### config.mk
export PLATFORM = sky130hd
export DESIGN_NAME = debug_frame_scheduler
export DESIGN_NICKNAME = d
export VERILOG_FILES = /design/src/rtl/debug_pkg.sv /design/src/rtl/debug_code_buf.sv /design/src/rtl/debug_frame_scheduler.sv
export SDC_FILE = /design/constraint.sdc
export NUM_CORES = 2
export LEC_CHECK = 0
export CORE_MARGIN = 2
export CORE_UTILIZATION = 35
export CTS_CLUSTER_DIAMETER = 40
export DETAILED_ROUTE_END_ITERATION = 8
export PLACE_DENSITY_LB_ADDON = 0.15
export SYNTH_ARGS = -nofsm -noshare
export SYNTH_HDL_FRONTEND = slang
export SYNTH_SLANG_ARGS = --single-unit
### constraint.sdc
create_clock -name sys_clk -period 6.64 [get_ports sys_clk]
set_input_delay 0.996 -clock sys_clk [delete_from_list [all_inputs] [get_ports sys_clk]]
set_output_delay 0.996 -clock sys_clk [all_outputs]
set_load 0.02 [all_outputs]
### src/rtl/debug_pkg.sv
// Shared constants and state encoding for the debug frame scheduler.
package debug_pkg;

  localparam int SEQ_LEN    = 16;  // width of one padded debug variable
  localparam int SEQ_NUM    = 20;  // number of debug variables
  localparam int SEQ_DIGITS = 5;   // sign code + SEQ_LEN/4 hex codes
  localparam int CODE_WIDTH = 5;   // glyph code width
  localparam int TIMEOUT    = 64;  // REQ cycles to wait before giving up on an entry
  localparam int IDX_WIDTH  = 5;   // variable index width

  // Glyph codes beyond the 0-15 hex digits
  localparam int CODE_MINUS = 16;
  localparam int CODE_BLANK = 17;
  localparam int CODE_ERR   = 18;

  typedef enum logic [1:0] {
    ST_IDLE   = 2'd0,
    ST_REQ    = 2'd1,
    ST_GAP    = 2'd2,
    ST_COMMIT = 2'd3
  } state_e;

endpackage

### src/rtl/debug_code_buf.sv
// Double-buffered glyph code store: entries are written one at a time into the
// shadow bank, the whole shadow bank is copied to the display bank in one edge,
// and the pixel generator reads the display bank combinationally.
module debug_code_buf
  import debug_pkg::*;
(
  input  logic                             clk,
  input  logic                             rst_n,
  input  logic                             wr_en,
  input  logic [IDX_WIDTH-1:0]             wr_idx,
  input  logic [SEQ_DIGITS*CODE_WIDTH-1:0] wr_codes,
  input  logic                             commit,
  input  logic [IDX_WIDTH-1:0]             rd_idx,
  input  logic [2:0]                       rd_digit,
  output logic [CODE_WIDTH-1:0]            rd_code
);

  localparam int ENTRY_W = SEQ_DIGITS * CODE_WIDTH;
  localparam logic [ENTRY_W-1:0] BLANK_ENTRY = {SEQ_DIGITS{CODE_WIDTH'(CODE_BLANK)}};

  logic [ENTRY_W-1:0] shadow_q  [SEQ_NUM];
  logic [ENTRY_W-1:0] display_q [SEQ_NUM];
  logic [ENTRY_W-1:0] rd_entry;
  logic               rd_idx_ok;

  genvar gi;
  generate
    for (gi = 0; gi < SEQ_NUM; gi++) begin : g_entry
      // Per-entry shadow write and bulk shadow-to-display copy; reset blanks both
      always_ff @(posedge clk or negedge rst_n) begin
        if (!rst_n) begin
          shadow_q[gi]  <= BLANK_ENTRY;
          display_q[gi] <= BLANK_ENTRY;
        end else begin
          if (wr_en && (wr_idx == IDX_WIDTH'(gi))) begin
            shadow_q[gi] <= wr_codes;
          end
          if (commit) begin
            display_q[gi] <= shadow_q[gi];
          end
        end
      end
    end
  endgenerate

  // Select the addressed display entry; out-of-range indices read as blank
  always_comb begin
    rd_entry  = BLANK_ENTRY;
    rd_idx_ok = 1'b0;
    for (int i = 0; i < SEQ_NUM; i++) begin
      if (rd_idx == IDX_WIDTH'(i)) begin
        rd_entry  = display_q[i];
        rd_idx_ok = 1'b1;
      end
    end
  end

  // Select the addressed digit; out-of-range digits read as blank
  always_comb begin
    rd_code = CODE_WIDTH'(CODE_BLANK);
    for (int d = 0; d < SEQ_DIGITS; d++) begin
      if (rd_idx_ok && (rd_digit == 3'(d))) begin
        rd_code = rd_entry[d*CODE_WIDTH +: CODE_WIDTH];
      end
    end
  end

endmodule

### src/rtl/debug_frame_scheduler.sv
// Walks every debug variable through one shared hex/sign converter per frame,
// working from a snapshot taken at frame start, and commits the resulting glyph
// codes to the display buffer in a single edge once the sweep is complete.
module debug_frame_scheduler
  import debug_pkg::*;
(
  input  logic                             sys_clk,
  input  logic                             sys_rst_n,
  input  logic                             enable,
  input  logic                             frame_start,
  input  logic [SEQ_NUM*SEQ_LEN-1:0]       seq_bus,
  output logic                             conv_req,
  output logic [SEQ_LEN-1:0]               conv_data,
  input  logic                             conv_ack,
  input  logic [SEQ_DIGITS*CODE_WIDTH-1:0] conv_codes,
  input  logic [IDX_WIDTH-1:0]             rd_idx,
  input  logic [2:0]                       rd_digit,
  output logic [CODE_WIDTH-1:0]            rd_code,
  output logic                             busy,
  output logic                             frame_done,
  output logic                             conv_err,
  output logic [7:0]                       overrun_cnt
);

  localparam int WAIT_W  = $clog2(TIMEOUT) + 1;
  localparam int ENTRY_W = SEQ_DIGITS * CODE_WIDTH;

  state_e               state_q, state_d;
  logic [IDX_WIDTH-1:0] idx_q, idx_d;
  logic [WAIT_W-1:0]    wait_q, wait_d;
  logic [SEQ_LEN-1:0]   snap_q [SEQ_NUM];
  logic                 conv_err_q;
  logic [7:0]           overrun_q;

  logic                 start_sweep;
  logic                 last_entry;
  logic                 timeout_hit;
  logic                 entry_done;
  logic                 commit_en;
  logic [ENTRY_W-1:0]   err_codes;
  logic [ENTRY_W-1:0]   wr_codes;

  assign start_sweep = (state_q == ST_IDLE) && frame_start && enable;
  assign last_entry  = (idx_q == IDX_WIDTH'(SEQ_NUM - 1));
  // An ack in the final wait cycle wins over the timeout
  assign timeout_hit = (state_q == ST_REQ) && !conv_ack && (wait_q == WAIT_W'(TIMEOUT - 1));
  assign entry_done  = (state_q == ST_REQ) && (conv_ack || timeout_hit);
  assign commit_en   = (state_q == ST_COMMIT);

  // Timeout error entry: 'E' in the sign position, blanks elsewhere
  genvar gi;
  generate
    for (gi = 0; gi < SEQ_DIGITS; gi++) begin : g_err
      assign err_codes[gi*CODE_WIDTH +: CODE_WIDTH] =
        (gi == 0) ? CODE_WIDTH'(CODE_ERR) : CODE_WIDTH'(CODE_BLANK);
    end
  endgenerate

  assign wr_codes = conv_ack ? conv_codes : err_codes;

  // State, index and wait-counter registers
  always_ff @(posedge sys_clk or negedge sys_rst_n) begin
    if (!sys_rst_n) begin
      state_q <= ST_IDLE;
      idx_q   <= '0;
      wait_q  <= '0;
    end else begin
      state_q <= state_d;
      idx_q   <= idx_d;
      wait_q  <= wait_d;
    end
  end

  // Next-state logic for the sweep sequencer
  always_comb begin
    state_d = state_q;
    idx_d   = idx_q;
    wait_d  = '0;
    case (state_q)
      ST_IDLE: begin
        if (start_sweep) begin
          state_d = ST_REQ;
          idx_d   = '0;
        end
      end
      ST_REQ: begin
        if (entry_done) begin
          if (last_entry) begin
            state_d = ST_COMMIT;
          end else begin
            state_d = ST_GAP;
            idx_d   = idx_q + IDX_WIDTH'(1);
          end
        end else begin
          wait_d = wait_q + WAIT_W'(1);
        end
      end
      ST_GAP:    state_d = ST_REQ;
      ST_COMMIT: state_d = ST_IDLE;
      default:   state_d = ST_IDLE;
    endcase
  end

  // Outputs decoded from the current state
  always_comb begin
    conv_req   = 1'b0;
    conv_data  = '0;
    busy       = 1'b0;
    frame_done = 1'b0;
    case (state_q)
      ST_REQ: begin
        conv_req  = 1'b1;
        conv_data = snap_q[idx_q];
        busy      = 1'b1;
      end
      ST_GAP: busy = 1'b1;
      ST_COMMIT: begin
        busy       = 1'b1;
        frame_done = 1'b1;
      end
      default: ;
    endcase
  end

  generate
    for (gi = 0; gi < SEQ_NUM; gi++) begin : g_snap
      // Atomic snapshot of every variable on the edge that starts a sweep
      always_ff @(posedge sys_clk or negedge sys_rst_n) begin
        if (!sys_rst_n) begin
          snap_q[gi] <= '0;
        end else if (start_sweep) begin
          snap_q[gi] <= seq_bus[gi*SEQ_LEN +: SEQ_LEN];
        end
      end
    end
  endgenerate

  // Sticky converter-timeout flag
  always_ff @(posedge sys_clk or negedge sys_rst_n) begin
    if (!sys_rst_n) begin
      conv_err_q <= 1'b0;
    end else if (timeout_hit) begin
      conv_err_q <= 1'b1;
    end
  end

  // Saturating count of enabled frame_start pulses that arrive mid-sweep
  always_ff @(posedge sys_clk or negedge sys_rst_n) begin
    if (!sys_rst_n) begin
      overrun_q <= '0;
    end else if (frame_start && enable && (state_q != ST_IDLE) && (overrun_q != 8'hFF)) begin
      overrun_q <= overrun_q + 8'd1;
    end
  end

  assign conv_err    = conv_err_q;
  assign overrun_cnt = overrun_q;

  debug_code_buf u_code_buf (
    .clk      (sys_clk),
    .rst_n    (sys_rst_n),
    .wr_en    (entry_done),
    .wr_idx   (idx_q),
    .wr_codes (wr_codes),
    .commit   (commit_en),
    .rd_idx   (rd_idx),
    .rd_digit (rd_digit),
    .rd_code  (rd_code)
  );

endmodule

== Word level (Yosys, flattened, before mapping) ==
Cells that the tools add are included.
Operators by class
  $add $sub $neg: 3
  multipliers: 0
  divide/modulo/power cells: 0
  magnitude comparators: 1
  equality and inequality tests: 50
  shifts and indexed selects: 0
  mux-type cells: 63
  bitwise logic cells: 1
  reduce and logical (&&, ||, !) cells: 44
Operators by type and width (number)
  25-bit 2-to-1 mux: 21
  16-bit binary-select mux with 5-bit select: 1
  5-bit by 4-bit == test with 1-bit output, second input constant: 16
  16-bit 2-to-1 mux: 3
  5-bit by 3-bit == test with 1-bit output, second input constant: 8
  5-bit == test, second input constant: 8
  5-bit 2-to-1 mux: 8
  1-bit logical AND: 33
  1-bit 2-to-1 mux: 24
  5-bit by 2-bit == test with 1-bit output, second input constant: 4
  7-bit 2-to-1 mux: 2
  5-bit by 1-bit == test with 1-bit output, second input constant: 2
  5-bit zero test: 2
  5-bit one-hot mux with 2 select lines: 1
  8-bit by 1-bit adder with 8-bit output, second input constant: 1
  8-bit inequality test, second input constant: 1
  2-bit one-hot mux with 4 select lines: 1
  7-bit by 1-bit adder with 7-bit output, second input constant: 1
  7-bit by 6-bit == test with 1-bit output, second input constant: 1
  3-bit by 2-bit == test with 1-bit output, second input constant: 2
  6-bit >= comparator, second input constant: 1
  5-bit NOT with 6-bit output: 1
  5-bit by 1-bit adder with 5-bit output, second input constant: 1
  2-bit == test, second input constant: 2
  14 further kinds: 17
Word-level totals
  bits in registers: 1343
  latch bits: 0
  bits in writable memories: 0
  ROM bits: 0
  word-level logic and storage cells: 227
  memories: 0

== Depth between registers and ports, before layout ==
  depth in word-level cells: 27
  mapped depth: 12
  gate-level depth less buffers: 8

== Modules after synthesis ==
Synthesis repeated with hierarchy kept, for this count alone.
Unflattened totals
  cell total of the unflattened synthesis: 4758
  area total of the unflattened synthesis: 59025.4 um^2
By module, submodules not included
  debug_code_buf: instances 1, cells an instance 3033, area each 42938.7 um^2, seq. area each 25524.5 um^2
  debug_frame_scheduler: instances 1, cells an instance 1725, area each 16086.7 um^2, seq. area each 8583.2 um^2

== Worst setup path before layout ==
OpenSTA, ideal clock, no wires.
  kind: input-to-output
  start: input port rd_idx[2]
  end: output port rd_code[1]
  arrival: 2902 ps
  required time: 5644 ps
  slack: 2742 ps
  stages: 11
  path through: buf_2 buf_6 buf_4 or3b_1 buf_2 o221ai_2 o221ai_1 a31oi_1 o22ai_1 a211o_1 nand4_1
Between the ends
  word-level cells in the longest chain between the ends: 27
RTL lines
  from (decl): line debug_frame_scheduler.sv:16  | input logic [IDX_WIDTH-1:0] rd_idx,
  5-bit zero test: line debug_code_buf.sv:51  | if (rd_idx == IDX_WIDTH'(i)) begin
  1-bit 2-to-1 mux (20 in a row): line debug_code_buf.sv:51
  1-bit logical AND: line debug_code_buf.sv:62  | if (rd_idx_ok && (rd_digit == 3'(d))) begin
  5-bit 2-to-1 mux (4 in a row): line debug_code_buf.sv:62
  5-bit 2-to-1 mux (*): line debug_code_buf.sv:62
  to (decl): line debug_frame_scheduler.sv:18  | output logic [CODE_WIDTH-1:0] rd_code,
Mark *: on every way between the ends. The rest lies on a longest branch, timed or not.

== Worst setup path in the final report ==
  start: input port rd_idx[3]
  end: output port rd_code[3]
The elaborated chain is that of the path after synthesis.

==> results.yml <==
run_status:
  run_status: "finished, final reports clean"
timing:
  timing.fmax_mhz: 168
  timing.final.max_slew_violations: 0
  relSlewSlack_pct: 20.5
  final_critical_path_setup_slack_ps: 681
  final.hold.worst_slack_ps: 156
  timing.final.setup_violations: 0
  min_period_over_period_pct: 89.7
  setup_repair_after_global_routing_missed_its_margin: "no"
  fin_worst_skew_ps: 48.8
  final-hold-violation-count: 0
  worst_pin_slew_ps: 1160
  fin_crit_ps: 5960
  setup_tns_ps: 0
setup_path:
  worstPathRequired_ps: 5640
  crit-reg2reg-capture: "u_code_buf.shadow_q[113]"
  critical_path_arrival_ps: 4960
  worstSetupPathType: "in2out"
  critPathMaxFanout: 16
  critPathCaptureType: "output port"
  critical_path.startpoint_type: "input port"
  reg2reg_slack_ps: 3280
  r2r_cells: 7
  critical_path.reg2reg.startpoint: "idx_q[0]"
logic_synthesis:
  synth_flop_cell: "dfrtp_1"
  synthTopCellsByCount: "dfrtp_1, mux2_2, nand2_1"
  synth_seq_cells: 1343
  netlist-cell-type-count: 88
  synth.largest_area_cell: "dfrtp_1"
  yosysSeqAreaShare_pct: 59.5
  most_used_standard_cell_by_instance_count_after_synthesis: "dfrtp_1"
  synthTopCellsByArea: "dfrtp_1, dfstp_2, mux2_2"
  yosysWarnings: 0
  syn_area_um2: 57300
  synth.avg_cell_area_um2: 12.6
  yosys.area.top_type_share_pct: 41.2
  synthArstFlopShare_pct: 100
  edff_count_synth: 0
  netlist_instances: 4540
  synthesis.nets: 4905
layout:
  final_core_utilization_pct: 43.7
  design.final.nets: 5252
  area_used_by_multi_input_combinational_logic_um2: 21700
  area_growth_pct: 24.1
  filler_instances: 15100
  final_layout_size_suffix_gt1_share_pct: 37.0
  sequential_cell_area_um2: 34100
die:
  placement_rows: 148
  dieWidth_um: 409
  io_pins: 391
  die_area_um2: 167000
  die-height_um: 409
  fp.coreArea_um2: 163000
  initial_utilization_pct: 35.2
clocking:
  cts_htree_levels: 4
  cts.sink_count: 1343
  ctsResizeCount: 0
  post_cts_buffers: 0
  cts_hold_repair.buffers: 0
  number_of_buffers_on_the_longest_clock_path: 3
  cts_tree: "yes"
  clk_pin_slew_worst_paths_ps: 50
  clk_latency_ps: 820
  clock-root-buffer: "clkbuf_16"
  number_of_buffers_added_by_the_clock_tree_synthesis_step: 209
drt:
  antenna_left: 0
  drc: 0
  detail_route.iter0.violations: 2996
  wirelength_um: 204000
  avgRoutedWirePerCell_um: 28.1
  dr_total_vias: 38600
  via_per_inst: 5.32
  firstDrtPassIters: 6
placed_design:
  dp_hpwl_um: 142000
  place_congestion: 0.908
  dpl_worst_slack_ps: 766
  place.port_buffers: 390
job:
  number_of_max_capacitance_violations_reported: 0
grt:
  grt_start_max_net_pins: 179
  antenna_violations_before_repair: 43
  globalRoute.totalOverflow: 0
  grt_pass1_vias: 39600
  grt_pass1_wl_um: 296000
  gr_usage_total_pct: 24.4
power:
  power.static_leakage_uw: 0.0298
  power.ir.vdd_worst_mv: 0.325
  power_per_cell_area_nw_per_um2: 436
min_path:
  worstHoldPathType: "in2async"
sequential cells by signal, indices dropped and copies added, names as in the netlist:
register	flops
conv_err	1
overrun_cnt	8
idx_q	5
state_q	2
u_code_buf.shadow_q	500
wait_q	7
snap_q	320
u_code_buf.display_q	500
power breakdown:
part / leakage [uW] / switching (uW) / total [uW] / internal, uW
combinational: 0.00968 / 3140 / 6580 / 3440
sequential: 0.0165 / 1660 / 12900 / 11200
clock: 0.00361 / 4170 / 11600 / 7390
total: 0.0298 / 8970 / 31000 / 22000
critical path, stage by stage:
cell	delay (ps)
clkdlybuf4s50_1	880
and2_1	470
nand2_1	550
nor2_1	90
a2111oi_0	1020
nor4b_1	440
nor4_1	120
nand4_1	150
buf_4	220
logic make-up (layout without fill, tap and decap cells):
logic type | after synthesis | after routing | synth area share (%)
DFF | 1343 | 1343 | 59.5
muxes | 960 | 960 | 20.8
AOI/OAI and AO/OA | 945 | 945 | 9.73
and+or+nand+nor | 889 | 889 | 6.81
buffers and inverters | 383 | 915 | 2.87
xor gates and xnor gates | 13 | 13 | 0.199
adders and majority gates | 7 | 7 | 0.153
other | 0 | 13 | 0
cells in the final DEF (no fill, tap or decap), drive strengths merged, types with 31 or more instances in the layout:
cell,n
dfrtp,943
mux2,829
nand2,595
o21ai,577
dfstp,400
clkdlybuf4s50,380
clkbuf,269
buf,114
nor2,102
mux4,100
a21oi,93
o22ai,53
inv,49
clkinv,47
nand3,42
a22oi,39
bufinv,32
mux2i,31
cell type report:
type                            count  area share, %
Antenna cell                       13         0.0457
Multi-Input combinational cell   2814           30.6
Timing Repair Buffer              494           6.94
Clock inverter                    127           2.49
Inverter                           25          0.132
Clock buffer                      269           8.05
Sequential cell                  1343           47.9
Tap cell                         2175           3.82
stage by stage:
stage	area, um^2	power [uW]	std cells
floorplan	57300	16700	4540
global placement	63600	19400	6851
detailed placement	63600	19600	6851
CTS	71100	31300	7247
global route	71100	32400	7255
finish	71100	31000	7260
per-layer routing:
metal  up-vias  part of all wire [%]  routed length, um  global-route usage (%)
met1     20100                    44              89300                    32.6
li1      17000                     -                  -                       -
met5         -                 0.091                185                       0
met2      1068                    47              96500                    39.2
met3       336                   5.0              10200                    4.60
met4        26                   3.8               7790                    9.35
how the worst max path moves through the flow:
| stage | from | to | slack [ps] | cells after the start |
|---|---|---|---|---|
| 5_1_grt | rd_idx[3] | rd_code[3] | 400 | 9 |
| 4_1_cts | rd_idx[3] | rd_code[4] | 750 | 10 |
| 2_1_floorplan | rd_idx[2] | rd_code[1] | 2740 | 11 |
| 6_report | rd_idx[3] | rd_code[3] | 680 | 9 |
| 3_3_place_gp | rd_idx[3] | rd_code[1] | 780 | 10 |
| 3_5_place_dp | rd_idx[3] | rd_code[4] | 770 | 10 |
No activity file was read; power rests on OpenSTA's default activity.
